[src/rtl/alu_seq.sv]
`default_nettype none
// ============================================================================
// alu_seq : sequences the shared add/subtract ALU and owns the N/V/Z/C bits
// Revision: 1.0
// ============================================================================
module alu_seq #(
  parameter logic [3:0] RESET_P = 4'b0000,
  parameter int         OPT_BCD = 1
) (
  input  logic       clk,
  input  logic       rst_n,
  input  logic       req_valid,
  output logic       req_ready,
  input  logic [3:0] req_op,
  input  logic [7:0] req_a,
  input  logic [7:0] req_ah,
  input  logic [7:0] req_b,
  input  logic       flag_d,
  input  logic       flg_we,
  input  logic [3:0] flg_in,
  output logic [7:0] alu_a,
  output logic [7:0] alu_b,
  output logic       alu_cin,
  output logic       alu_bcd,
  output logic       alu_sbc,
  input  logic [7:0] alu_out,
  input  logic       alu_n,
  input  logic       alu_z,
  input  logic       alu_c,
  input  logic       alu_v,
  output logic       res_valid,
  input  logic       res_ready,
  output logic [7:0] res_lo,
  output logic [7:0] res_hi,
  output logic       page_x,
  output logic       res_err,
  output logic       p_n,
  output logic       p_v,
  output logic       p_z,
  output logic       p_c
);

  localparam logic [3:0] c_OP_ADC   = 4'd0;
  localparam logic [3:0] c_OP_SBC   = 4'd1;
  localparam logic [3:0] c_OP_CMP   = 4'd2;
  localparam logic [3:0] c_OP_INC   = 4'd3;
  localparam logic [3:0] c_OP_DEC   = 4'd4;
  localparam logic [3:0] c_OP_ASL   = 4'd5;
  localparam logic [3:0] c_OP_ROL   = 4'd6;
  localparam logic [3:0] c_OP_IDX16 = 4'd8;
  localparam logic [3:0] c_OP_REL16 = 4'd9;

  typedef enum logic [1:0] {
    S_IDLE = 2'd0,
    S_LO   = 2'd1,
    S_HI   = 2'd2,
    S_DONE = 2'd3
  } state_t;

  state_t     r_state, w_state_next;
  logic [3:0] r_op;
  logic [7:0] r_ah;
  logic       r_bsign;
  logic [7:0] r_alu_a, r_alu_b;
  logic       r_alu_cin, r_alu_bcd, r_alu_sbc;
  logic       r_res_valid, r_page_x, r_res_err;
  logic [7:0] r_res_lo, r_res_hi;
  logic [3:0] r_flags;  // {N,V,Z,C}

  logic       w_is16, w_legal;
  logic [7:0] w_lo_b;
  logic       w_lo_cin, w_lo_bcd, w_lo_sbc;
  logic [3:0] w_op_mask, w_op_val, w_flags_next;

  assign w_is16  = (r_op == c_OP_IDX16) || (r_op == c_OP_REL16);
  assign w_legal = (r_op <= c_OP_ROL) || w_is16;

  // Low-pass ALU controls, decoded straight from the request at accept time
  always_comb begin
    w_lo_b   = req_b;
    w_lo_cin = 1'b0;
    w_lo_bcd = 1'b0;
    w_lo_sbc = 1'b0;
    case (req_op)
      c_OP_ADC: begin
        w_lo_cin = r_flags[0];
        w_lo_bcd = flag_d;
      end
      c_OP_SBC: begin
        w_lo_cin = r_flags[0];
        w_lo_bcd = flag_d;
        w_lo_sbc = 1'b1;
      end
      c_OP_CMP: begin
        w_lo_cin = 1'b1;
        w_lo_sbc = 1'b1;
      end
      c_OP_INC: w_lo_b = 8'h01;
      c_OP_DEC: begin
        w_lo_b   = 8'h01;
        w_lo_cin = 1'b1;
        w_lo_sbc = 1'b1;
      end
      c_OP_ASL: w_lo_b = req_a;
      c_OP_ROL: begin
        w_lo_b   = req_a;
        w_lo_cin = r_flags[0];
      end
      c_OP_IDX16, c_OP_REL16: w_lo_b = req_b;
      default: w_lo_b = 8'h00;
    endcase
    if (OPT_BCD == 0) w_lo_bcd = 1'b0;
  end

  // Op-driven flag writes take priority over the direct write, bit by bit
  always_comb begin
    w_op_mask = 4'b0000;
    w_op_val  = {alu_n, alu_v, alu_z, alu_c};
    if (r_state == S_LO) begin
      case (r_op)
        c_OP_ADC, c_OP_SBC:           w_op_mask = 4'b1111;
        c_OP_CMP, c_OP_ASL, c_OP_ROL: w_op_mask = 4'b1011;
        c_OP_INC, c_OP_DEC:           w_op_mask = 4'b1010;
        default:                      w_op_mask = 4'b0000;
      endcase
    end
    w_flags_next = (w_op_mask & w_op_val) |
                   (~w_op_mask & (flg_we ? flg_in : r_flags));
  end

  always_comb begin
    w_state_next = r_state;
    case (r_state)
      S_IDLE:  if (req_valid) w_state_next = S_LO;
      S_LO:    w_state_next = w_is16 ? S_HI : S_DONE;
      S_HI:    w_state_next = S_DONE;
      S_DONE:  if (res_ready) w_state_next = S_IDLE;
      default: w_state_next = S_IDLE;
    endcase
  end

  always_ff @(posedge clk or negedge rst_n) begin
    if (!rst_n) r_state <= S_IDLE;
    else        r_state <= w_state_next;
  end

  always_ff @(posedge clk or negedge rst_n) begin
    if (!rst_n) begin
      r_op        <= 4'd0;
      r_ah        <= 8'h00;
      r_bsign     <= 1'b0;
      r_alu_a     <= 8'h00;
      r_alu_b     <= 8'h00;
      r_alu_cin   <= 1'b0;
      r_alu_bcd   <= 1'b0;
      r_alu_sbc   <= 1'b0;
      r_res_valid <= 1'b0;
      r_res_lo    <= 8'h00;
      r_res_hi    <= 8'h00;
      r_page_x    <= 1'b0;
      r_res_err   <= 1'b0;
      r_flags     <= RESET_P;
    end else begin
      r_flags <= w_flags_next;
      case (r_state)
        S_IDLE: begin
          if (req_valid) begin
            r_op      <= req_op;
            r_ah      <= req_ah;
            r_bsign   <= req_b[7];
            r_alu_a   <= req_a;
            r_alu_b   <= w_lo_b;
            r_alu_cin <= w_lo_cin;
            r_alu_bcd <= w_lo_bcd;
            r_alu_sbc <= w_lo_sbc;
            r_res_err <= 1'b0;
          end
        end
        S_LO: begin
          // Illegal ops echo operand A, which is still held in the ALU A register
          r_res_lo  <= w_legal ? alu_out : r_alu_a;
          r_res_err <= ~w_legal;
          if (w_is16) begin
            r_alu_a   <= r_ah;
            r_alu_b   <= (r_op == c_OP_REL16) ? {8{r_bsign}} : 8'h00;
            r_alu_cin <= alu_c;
            r_alu_bcd <= 1'b0;
            r_alu_sbc <= 1'b0;
          end else begin
            r_res_hi    <= 8'h00;
            r_page_x    <= 1'b0;
            r_res_valid <= 1'b1;
          end
        end
        S_HI: begin
          r_res_hi    <= alu_out;
          r_page_x    <= (alu_out != r_alu_a);
          r_res_valid <= 1'b1;
        end
        S_DONE: begin
          if (res_ready) r_res_valid <= 1'b0;
        end
        default: r_res_valid <= 1'b0;
      endcase
    end
  end

  assign req_ready = (r_state == S_IDLE);
  assign alu_a     = r_alu_a;
  assign alu_b     = r_alu_b;
  assign alu_cin   = r_alu_cin;
  assign alu_bcd   = r_alu_bcd;
  assign alu_sbc   = r_alu_sbc;
  assign res_valid = r_res_valid;
  assign res_lo    = r_res_lo;
  assign res_hi    = r_res_hi;
  assign page_x    = r_page_x;
  assign res_err   = r_res_err;
  assign {p_n, p_v, p_z, p_c} = r_flags;

endmodule
`default_nettype wire
[config.mk]
export PLATFORM = sky130hd
export DESIGN_NAME = alu_seq
export DESIGN_NICKNAME = d
export VERILOG_FILES = /design/src/rtl/alu_seq.sv
export SDC_FILE = /design/constraint.sdc
export NUM_CORES = 1
export LEC_CHECK = 0
export ABC_AREA = 1
export BUFFER_PORTS_ARGS = -buffer_cell sky130_fd_sc_hd__buf_4
export CORE_UTILIZATION = 47
export CTS_BUF_LIST = sky130_fd_sc_hd__clkbuf_4
export DETAILED_ROUTE_END_ITERATION = 6
export GPL_ROUTABILITY_DRIVEN = 0
export PLACE_DENSITY = 0.78
export SLEW_MARGIN = 40
export SYNTH_ARGS = -nofsm -noshare
export SYNTH_HDL_FRONTEND = slang
export SYNTH_SLANG_ARGS = --single-unit
[constraint.sdc]
create_clock -name clk -period 1.6 [get_ports clk]
set_input_delay 0.24 -clock clk [delete_from_list [all_inputs] [get_ports clk]]
set_output_delay 0.24 -clock clk [all_outputs]
set_load 0.01 [all_outputs]
==> metrics.txt <==
outcome=finished clean; worst hold start=req_ah[5]; TritonCTS Sinks=57; Final setup viols=0; first-pass GRT wire length=12.8 mm; Via density=just over 5; required time reported for the critical path endpoint=1.36 ns; power density over the cells=approximately 2000 mW/mm2; kind of launch point of the worst setup path=register; crit path DAT=roughly 1.3 ns; cell depth of the worst hold path=3; capture point of the worst reg-to-reg path=alu_b[0]; largest vdd supply drop=around 1.1 mV; Antenna diodes=0; Adder-Cell Fraction of Synth Area=0.0174; FF+latch count, synth=57; Detailed Route WL=approximately 7.8 mm; overall fraction of global-route tracks in use=0.260; top-level I/O count=between 90 and 100; Initial Utilization=0.487; dominant combinational cell family by area after synthesis=simple AND/OR/NAND/NOR gates; Routed Antenna Nets=0; worst-case hold path end point=r_ah[5]; Post-Layout Inst Area=0.00393 mm2; Setup TNS Final=0 ns; worst min path class=primary input to register; number of violations of the max-capacitance limit=0; Reg clk slew, reported paths=around 0.1 ns; syn avg cell area=slightly below 8 um2; floorplan die width=80.3 um; portion of the clock cycle consumed by the worst path in the final layout=0.981; clock tree root buffer cell=sky130_fd_sc_hd__clkbuf_4; complex-gate fraction of the synthesized area=0.120; instance count of the mapped netlist=about 370; sequential element share of the synthesized area=0.495; final critical path time including I/O delays and setup=roughly 1.6 ns; type of the worst setup path=register to primary output; final routed wire length divided by cell count=13.8 um; number of vias in the routed layout=approximately 2900; slowest stage cell, crit path=sky130_fd_sc_hd__dfrtp_1; reported leakage power=approximately 2.0 nW; std cell rows=28; synthesized-area fraction occupied by and/or/nand/nor cells=0.291; Detailed Route Iter0 Violations=213; port bufs=92; placed wire-length estimate after detailed placement=5.69 mm; H-tree depth=3; pins over their slew limit=0; overall power after layout=between 0.007 and 0.008 W; Die Y-Extent=roughly 80 um; cell area after synthesis=about 0.0029 mm2; count of yosys warnings during synthesis=0; post-synthesis mux area share=0; chain of cells forming the critical path=inv_2, ha_4, buf_6, buf_6; Final #Nets=538; global-route congestion overflow total=0; via count of the first global-routing pass=roughly 2800; element type at the critical path end=primary output; relative slew slack=0.510; detailed-router iteration count before antenna repair=4; CP most frequent cell=sky130_fd_sc_hd__buf_6; Reg2Reg Setup Slack=roughly 0.07 ns; die footprint=roughly 0.0064 mm2; pin count of the biggest net entering global routing=58; FF-to-FF path depth=7; Worst-Margin Slew=around 0.73 ns; maximum buffer depth of the clock tree=2; antenna violations before repair=0; Max Clock Skew=0.0135 ns; standard cell core area=0.00592 mm2; clock buffers created by TritonCTS=9; RSZ-0062 raised after global routing=yes; # DRC=0; Synth Area in XOR/XNOR=0.0122; share of cells above drive strength 1=0.303; post-place instance area=0.00372 mm2; later-pin clock latency in the skew report=approximately 0.38 ns; worst reg2reg path startpoint=r_state[1]; final hold viol count=0; TritonCTS clock tree=done; maximum frequency from static timing analysis=between 600 and 700 MHz; layout overhead on the synthesized area=36.4%; Max stage delay on crit path=0.44 ns; peak fanout along the critical path=3; syn_nets=roughly 430; number of distinct library cell variants in the gate-level netlist after synthesis=32
==> flip-flops by register name, summed over array words and instances (netlist names), named ones only <==
signal,count
alu_a,8
alu_b,8
alu_bcd,1
alu_cin,1
alu_sbc,1
page_x,1
r_ah,8
r_bsign,1
r_op,4
r_state,2
res_err,1
res_hi,8
res_lo,8
res_valid,1
==> final cells by class <==
type,count,area [um2]
clock buffers,10,75.1
clock inverters,5,47.5
inverters,32,133
repair buffers,110,840
fillers,517,1990
repair inverters,1,5.00
well taps,75,93.8
multi-input cells,273,1310
flip-flops and latches,57,1430
==> kinds of logic after synthesis <==
| kind of cell | Yosys count |
|---|---|
| buf+inv | 41 |
| xor+xnor | 4 |
| fa+ha+maj | 4 |
| compound gates | 58 |
| simple gates | 207 |
| flops | 57 |
==> worst max-delay path by stage <==
stage,startpoint,end,slack (ns),cells after the start
after floorplan,r_state[0],r_op[3],0.10,6
after global placement,r_state[0],r_ah[4],0.08,7
after detailed placement,r_state[0],r_ah[3],-0.03,7
after CTS,r_state[1],alu_b[3],-0.03,7
after global routing,r_state[1],alu_b[2],-0.03,7
final,r_state[0],req_ready,0.03,4
==> cells in the mapped netlist, drive strengths merged <==
master	instances	area, um2
clkinv	3	11.3
nand3	27	135
xnor2	4	35.0
a21oi	25	136
o211ai	1	7.51
clkbuf	2	7.51
o31ai	6	55.1
or2	1	6.26
o21ai	25	140
nand4	1	6.26
ha	4	50.1
buf	7	52.5
nor3	1	5.00
nand2	133	509
o22ai	1	6.26
dfrtp	57	1430
inv	29	114
nor2	44	178
==> worst max-delay path, delay by kind of cell, from the launching register on <==
family | cells | cell delay, ns
adder cells (fa/ha/maj) | 1 | 0.19
buffers and inverters | 3 | 0.31
flip-flops | 1 | 0.44
==> metal layers <==
| metal | share of wire | wire [um] | vias up | global-route usage |
|---|---|---|---|---|
| met3 | 0.062 | 481 | 10 | 0.0386 |
| met5 | 0 | 0 | - | 0 |
| met4 | 0.012 | 92 | 0 | 0.102 |
| met1 | 0.44 | 3410 | 1342 | 0.331 |
| met2 | 0.49 | 3800 | 110 | 0.444 |
| li1 | - | - | 1409 | - |
==> where the power goes <==
part	internal, W	total, W	switching, W
combinational	0.00187	0.00418	0.00231
clock	0.000471	0.000979	0.000508
sequential	0.00214	0.00267	0.000535
total	0.00448	0.00783	0.00336
==> layout by cell type (no fill, tap or decap), drive strengths merged <==
cell type / netlist / layout
a21oi: 25 / 25
clkinvlp: 0 / 3
nor2: 44 / 44
o21ai: 25 / 25
xnor2: 4 / 4
nand2: 133 / 133
dlygate4sd3: 0 / 1
ha: 4 / 4
nor3: 1 / 1
bufinv: 0 / 1
clkinv: 3 / 5
nand4: 1 / 1
buf: 7 / 109
inv: 29 / 29
or2: 1 / 1
nand3: 27 / 27
o31ai: 6 / 6
dfrtp: 57 / 57
o211ai: 1 / 1
o22ai: 1 / 1
clkbuf: 2 / 10
==> what timing repair did <==
| item | CTS | global route |
|---|---|---|
| cloned | 0 | 1 |
| pin swaps | 1 | 3 |
| hold buffers | 1 | 0 |
| resized for setup | 2 | 13 |
| setup buffers | 1 | 1 |
| endpoints found under the setup margin | 19 | 40 |
| endpoints found under the hold margin | 57 | 0 |
==> metrics by stage <==
stage	hold WS [ns]	util	setup WS, ns	std cells
6_report	0.0491	0.664	0.0309	563
2_1_floorplan	-0.0556	-	0.105	371
4_1_cts	0.0303	0.653	-0.0257	561
5_1_grt	0.0385	0.664	-0.0342	563
3_3_place_gp	0.336	0.628	0.0805	544
3_5_place_dp	0.344	0.628	-0.0303	544
No activity file was read; power rests on OpenSTA's default activity.
